### config.mk
export PLATFORM = sky130hd
export DESIGN_NAME = mips_alu_exec_unit
export DESIGN_NICKNAME = d
export VERILOG_FILES = /design/src/rtl/mips_alu_exec_unit.sv
export SDC_FILE = /design/constraint.sdc
export NUM_CORES = 1
export LEC_CHECK = 0
export ABC_AREA = 1
export CAP_MARGIN = 10
export CORE_MARGIN = 4
export CORE_UTILIZATION = 30
export DETAILED_ROUTE_END_ITERATION = 10
export GPL_TIMING_DRIVEN = 1
export MAX_ROUTING_LAYER = met4
export PLACE_DENSITY_LB_ADDON = 0.3
export SLEW_MARGIN = 40
export SYNTH_ARGS = -nofsm -noshare
export SYNTH_HDL_FRONTEND = slang
export SYNTH_SLANG_ARGS = --single-unit
### constraint.sdc
create_clock -name clk -period 4.6 [get_ports clk]
set_input_delay 0.92 -clock clk [delete_from_list [all_inputs] [get_ports clk]]
set_output_delay 0.92 -clock clk [all_outputs]
set_load 0.01 [all_outputs]
### src/rtl/mips_alu_exec_unit.sv
// Registered execute stage: ALU-control decode, 32-bit ALU, PC adders.
// Define ALU_OVERFLOW_EN to build signed-overflow detection on ovf.
module mips_alu_exec_unit #(
  parameter int PC_INC = 4
) (
  input  logic        clk,
  input  logic        rst,
  input  logic        in_valid,
  input  logic        alu_op1,
  input  logic        alu_op0,
  input  logic [5:0]  funct,
  input  logic [31:0] op_a,
  input  logic [31:0] op_b,
  input  logic [31:0] pc,
  input  logic [15:0] imm,
  output logic        out_valid,
  output logic [3:0]  alu_ctl,
  output logic [31:0] alu_result,
  output logic        zero,
  output logic [31:0] pc_plus_4,
  output logic [31:0] branch_target,
  output logic        ovf
);

  localparam logic [3:0] C_AND = 4'b0000;
  localparam logic [3:0] C_OR  = 4'b0001;
  localparam logic [3:0] C_ADD = 4'b0010;
  localparam logic [3:0] C_SUB = 4'b0110;
  localparam logic [3:0] C_SLT = 4'b0111;
  localparam logic [3:0] C_NOR = 4'b1100;
  localparam logic [3:0] C_INV = 4'b1111;

  logic [3:0]  ctl_c;
  logic [31:0] res_c;
  logic [31:0] seq_c;
  logic [31:0] off_c;

  logic        valid_d, valid_q;
  logic [3:0]  ctl_d, ctl_q;
  logic [31:0] res_d, res_q;
  logic        zero_d, zero_q;
  logic [31:0] pc4_d, pc4_q;
  logic [31:0] bt_d, bt_q;

  always_comb begin
    ctl_c = C_INV;
    case ({alu_op1, alu_op0})
      2'b00: ctl_c = C_ADD;
      2'b01: ctl_c = C_SUB;
      2'b11: ctl_c = C_AND;
      default: begin
        case (funct)
          6'b100000: ctl_c = C_ADD;
          6'b100010: ctl_c = C_SUB;
          6'b100100: ctl_c = C_AND;
          6'b100101: ctl_c = C_OR;
          6'b101010: ctl_c = C_SLT;
          6'b100111: ctl_c = C_NOR;
          default:   ctl_c = C_INV;
        endcase
      end
    endcase
  end

  always_comb begin
    res_c = 32'd0;
    case (ctl_c)
      C_AND: res_c = op_a & op_b;
      C_OR:  res_c = op_a | op_b;
      C_NOR: res_c = ~(op_a | op_b);
      C_ADD: res_c = op_a + op_b;
      C_SUB: res_c = op_a - op_b;
      C_SLT: res_c = {31'd0, $signed(op_a) < $signed(op_b)};
      default: res_c = 32'd0;
    endcase
  end

  // Branch offset is a word offset relative to the next sequential pc.
  assign seq_c = pc + 32'(PC_INC);
  assign off_c = {{14{imm[15]}}, imm, 2'b00};

  always_comb begin
    valid_d = in_valid;
    ctl_d   = ctl_q;
    res_d   = res_q;
    zero_d  = zero_q;
    pc4_d   = pc4_q;
    bt_d    = bt_q;
    if (in_valid) begin
      ctl_d  = ctl_c;
      res_d  = res_c;
      zero_d = (res_c == 32'd0);
      pc4_d  = seq_c;
      bt_d   = seq_c + off_c;
    end
  end

  always_ff @(posedge clk) begin
    if (rst) begin
      valid_q <= 1'b0;
      ctl_q   <= 4'd0;
      res_q   <= 32'd0;
      zero_q  <= 1'b0;
      pc4_q   <= 32'd0;
      bt_q    <= 32'd0;
    end else begin
      valid_q <= valid_d;
      ctl_q   <= ctl_d;
      res_q   <= res_d;
      zero_q  <= zero_d;
      pc4_q   <= pc4_d;
      bt_q    <= bt_d;
    end
  end

`ifdef ALU_OVERFLOW_EN
  logic ovf_c;
  logic ovf_d, ovf_q;

  always_comb begin
    ovf_c = 1'b0;
    case (ctl_c)
      C_ADD: ovf_c = (op_a[31] == op_b[31]) && (res_c[31] != op_a[31]);
      C_SUB: ovf_c = (op_a[31] != op_b[31]) && (res_c[31] != op_a[31]);
      default: ovf_c = 1'b0;
    endcase
  end

  always_comb begin
    ovf_d = ovf_q;
    if (in_valid) ovf_d = ovf_c;
  end

  always_ff @(posedge clk) begin
    if (rst) ovf_q <= 1'b0;
    else     ovf_q <= ovf_d;
  end

  assign ovf = ovf_q;
`else
  assign ovf = 1'b0;
`endif

  assign out_valid     = valid_q;
  assign alu_ctl       = ctl_q;
  assign alu_result    = res_q;
  assign zero          = zero_q;
  assign pc_plus_4     = pc4_q;
  assign branch_target = bt_q;

endmodule

After elaboration in Yosys (flattened, before gate mapping)
Cells that the tools add are included.
W data, S select, Z words.
{"block": "op_classes", "addsub": 4, "n_mul": 0, "div_mod_pow": 0, "order_cmp": 1, "n_eq_ne": 13, "shifts": 0, "n_mux": 3, "n_bitwise": 3, "reduce_logical": 3}
{"operator": "$pmux W32 S6", "n": 1}
{"operator": "$add A32 B32 Y32", "n": 2}
{"operator": "$eq A6 B6 Y1 const B", "n": 6}
{"operator": "$add A32 B3 Y32 const B", "n": 1}
{"operator": "$and A32 B32 Y32", "n": 1}
{"operator": "$logic_not A32 Y1", "n": 1}
{"operator": "$lt A32 B32 Y1", "n": 1}
{"operator": "$not A32 Y32", "n": 1}
{"operator": "$or A32 B32 Y32", "n": 1}
{"operator": "$sub A32 B32 Y32", "n": 1}
{"operator": "$pmux W4 S6", "n": 1}
{"operator": "$pmux W4 S3", "n": 1}
{"operator": "$eq A4 B3 Y1 const B", "n": 2}
{"operator": "$eq A4 B1 Y1 const B", "n": 1}
{"operator": "$eq A4 B2 Y1 const B", "n": 1}
{"operator": "$eq A4 B4 Y1 const B", "n": 1}
{"operator": "$logic_not A4 Y1", "n": 1}
{"operator": "$eq A2 B1 Y1 const B", "n": 1}
{"operator": "$eq A2 B2 Y1 const B", "n": 1}
{"operator": "$logic_not A2 Y1", "n": 1}
{"block": "word_totals", "regBits": 102, "latch_bits": 0, "ramBits": 0, "romBits": 0, "out_inout_bits": 103, "n_memories": 0}

Depth between registers and ports, before layout
{"block": "depth", "ltp_word": 6, "depth_mapped": 26, "ltp_nobuf": 26}

Least setup slack after synthesis
Ideal clock, no wire load.
{"block": "synth_path", "path_type": "input port to flip-flop", "start": "input pc[7]", "end": "register bt_q[28] (netlist: branch_target[28])", "setup_time_ps": 58, "arrival_time_ps": 3830, "required_ps": 4542, "path_slack_ps": 712, "stages": 21, "path_cell_list": "inv_1 nor4_2 nand4_1 nor3_1 nand3_1 nor2_1 nand4_1 or2_2 nand2_1 inv_1 ha_1 a21oi_1 o21ai_0 a21oi_1 nand3_1 a21oi_1 o21bai_1 or2_2 nand3_1 o211ai_1 inv_1"}
{"block": "synth_between", "elab_chain_cells": 2}
{"item": "from (decl)", "line": "14", "source": "input logic [31:0] pc,"}
{"item": "$add A32 B3 Y32", "line": "79", "source": "assign seq_c = pc + 32'(PC_INC);"}
{"item": "via seq_c[23]", "line": "35", "source": "logic [31:0] seq_c;"}
{"item": "$add A32 B32 Y32", "line": "94", "source": "bt_d = seq_c + off_c;"}
{"item": "to (signal assigned)", "line": "112", "source": "bt_q <= bt_d;"}
{"item": "to (decl)", "line": "43", "source": "logic [31:0] bt_d, bt_q;"}
The timed path passes the listed nets, and every way through them passes these cells.
A chain may end at the register's enable or synchronous reset.

Final worst setup path
{"block": "layout_path", "start": "input pc[4]", "end": "register bt_q[28] (netlist: branch_target[28])"}
The elaborated chain is that of the path after synthesis.

==> flow_metrics.env <==
export IMPL_outcome="completed"
export IMPL_portBuffers=224
export IMPL_reg2reg_from="alu_result[31]"
export IMPL_start_util=0.307
export IMPL_die_area_um2=44400
export IMPL_start_kind="input pin"
export IMPL_grt_max_degree=86
export IMPL_setup_viol=0
export IMPL_cts_buffers=9
export IMPL_placementRows=73
export IMPL_r2r_slack_ns=3.88
export IMPL_nNetsFinal=2657
export IMPL_p_per_area_nw_per_um2=215
export IMPL_fin_skew_ns=0
export IMPL_critical_path_class="input pin to register"
export IMPL_synth_area_um2=12300
export IMPL_path_clk_slew_ns=0.07
export IMPL_crit_fanout=4
export IMPL_syn_avg_cell_area_um2=5.76
export IMPL_hold_viol=0
export IMPL_grt_pass1_vias=13600
export IMPL_hp_class="register to register"
export IMPL_cts_path_max_buffers=2
export IMPL_endpoint_kind="register"
export IMPL_synth_area_leaders="nand2_1 (16%), dfxtp_1 (16%), ha_1 (13%)"
export IMPL_cts_sinks=100
export IMPL_crit_start="pc[4]"
export IMPL_final_layout_size_suffix_gt1_frac=0.0764
export IMPL_syn_inst=2139
export IMPL_cp_arrival_ns=4.64
export IMPL_die_width_um=211
export IMPL_synth_main_ff_cell="dfxtp_1"
export IMPL_setup_tns_ns=0
export IMPL_crit_end="branch_target[28]"
export IMPL_dp_hpwl_um=43300
export IMPL_grt_pass1_wl_um=78000
export IMPL_antenna_cells=0
export IMPL_slew_headroom=0.424
export IMPL_avgViaCountPerCell=4.90
export IMPL_routedWlPerCell_um=17.7
export IMPL_grt_antenna_before_repair=0
export IMPL_drc=0
export IMPL_ff2ff_path_depth=2
export IMPL_ys_warn_count=0
export IMPL_synth_fp_nets=2393
export IMPL_required_ns=4.90
export IMPL_track_usage=0.229
export IMPL_fp_dieH_um=211
export IMPL_htreeDepth=3
export IMPL_core_area_um2=40200
export IMPL_ctsRootBufferMaster="clkbuf_16"
export IMPL_wl_um=51900
export IMPL_yosysTopAreaCell="nand2_1"
export IMPL_grt_ovfl_total=0
export IMPL_postSynth_asyncResetShare=0
export IMPL_fin_util=0.399
export IMPL_tightest_slew_ns=0.862
export IMPL_syn_to_final_growth_pct=30.2
export IMPL_yosysTopAreaCellShare=0.163
export IMPL_max_freq_ghz=0.230
export IMPL_seq_area_frac_synth=0.163
export IMPL_antenna_left=0
export IMPL_clock_latency_ns=0.36
export IMPL_finalMaxSlewViolations=0
export IMPL_min_period_ns=4.35
export IMPL_r2r_end="alu_result[31]"
export IMPL_num_vias=14400
export IMPL_ys_seq_elements=100
export IMPL_ys_types=53
export IMPL_gp_congestion=0.978
export IMPL_synth_edf_count=0
export IMPL_io_pins=226
export IMPL_p_leak_uw=0.00829
export IMPL_dr_first_iter_drc_count=1233
export IMPL_maxCapViolations=0
export IMPL_drt_pre_antenna_iters=6
export IMPL_n_fill_cell=4364
export IMPL_ir_drop_mv=0.144
export IMPL_cts_tree="done"
export IMPL_finalPower_uw=3450
export IMPL_post_route_period_util=0.945
-- worst min path at each step --
stage | startpoint | to | cells past startpoint
global placement | alu_result[0] | alu_result[0] | 2
global route | alu_result[13] | alu_result[13] | 2
detailed placement | alu_result[13] | alu_result[13] | 2
CTS | zero | zero | 2
floorplan | pc_plus_4[15] | pc_plus_4[15] | 2
finish | zero | zero | 2
-- routing by layer --
layer	up-vias	track usage	wire, um
li1	7305	-	-
met1	6488	0.321	24700
met2	505	0.340	21900
met3	62	0.0408	3800
met4	0	0.0624	1560
met5	-	-	0
-- cells by family (layout without fill, tap and decap cells) --
logic type	count (synthesis)	count (layout)	synth area share
and+or+nand+nor	1098	1098	0.378
buffers and inverters	432	701	0.139
AOI/OAI and AO/OA	325	325	0.147
adders and majority gates	131	131	0.135
DFF	100	100	0.163
xor gates and xnor gates	51	51	0.0363
other	1	1	0.000304
muxes	1	1	0.000813
-- power breakdown --
part	total, uW	switching [uW]	internal, uW
clock	788	389	399
sequential	983	43.9	939
combinational	1680	1020	660
total	3450	1450	2000
-- worst max-delay path, stage by stage --
cell and delay [ns]:
clkdlybuf4s50_1 0.57, nand2_1 0.08, nor2_1 0.12, buf_4 0.15, nand4_1 0.17, nor3_1 0.22
nand3_1 0.16, nor2_2 0.17, nand4_1 0.17, or2_4 0.27, nand2_1 0.08, inv_1 0.07
ha_4 0.23, a21oi_2 0.15, o21ai_0 0.09, a21oi_1 0.16, nand3_2 0.12, a21oi_2 0.18
o21bai_1 0.08, or2_2 0.27, nand3_1 0.07, o211ai_1 0.09, inv_1 0.08
-- repair_timing --
item / in CTS / in global routing
hold buffers: 0 / 0
buffers inserted: 0 / 3
gates resized for setup: 0 / 34
endpoints found under the setup margin: 0 / 9
-- through the flow --
| step | cells | setup slack (ns) | hold WS (ns) | area (um^2) |
|---|---|---|---|---|
| floorplan | 2139 | 0.712 | 0.495 | 12300 |
| global placement | 2914 | -0.280 | 0.465 | 15600 |
| detailed placement | 2914 | -0.298 | 0.467 | 15600 |
| CTS | 2930 | 0.0588 | 0.480 | 15900 |
| global route | 2933 | -0.0269 | 0.510 | 16000 |
| finish | 2933 | 0.254 | 0.480 | 16000 |
-- layout by cell type, fill, tap and decap left out, types with 16 or more instances in the layout --
cell,netlist,final
a21oi_1,125,123
buf_4,6,95
clkdlybuf4s50_1,0,218
dfxtp_1,100,100
ha_1,128,125
inv_1,361,359
nand2_1,534,530
nand3_1,164,162
nand4_1,36,36
nor2_1,287,280
o211ai_1,25,25
o21ai_0,122,120
or2_2,17,16
xor2_1,45,45
-- registers in the layout, indices dropped and copies added (netlist names) --
register,count
branch_target,30
pc_plus_4,32
out_valid,1
alu_ctl,4
zero,1
alu_result,32
-- layout make-up --
cell class                 count  area, um^2  share of cell area
sequential                   100        2000               0.125
timing repair buffer         320        2990               0.186
clock buffer                  10         239              0.0149
tap                          525         657              0.0409
multi-input combinational   1607        8720               0.543
clock inverter                 6        62.6             0.00390
inverter                     365        1370              0.0856
-- synthesized netlist by cell type, types with 4 or more instances --
cell type,n
a21oi_1,125
a31oi_1,12
and2_1,4
buf_2,20
buf_4,6
buf_6,6
clkbuf_1,33
dfxtp_1,100
ha_1,128
inv_1,361
nand2_1,534
nand2_2,8
nand3_1,164
nand3b_1,4
nand4_1,36
nor2_1,287
nor2_2,5
nor2_4,4
nor3_1,18
nor4_1,7
o211ai_1,25
o21a_1,4
o21ai_0,122
o21ai_1,5
o21bai_1,14
o22ai_1,7
or2_2,17
xnor2_1,6
xor2_1,45
No activity file was read; power rests on OpenSTA's default activity.
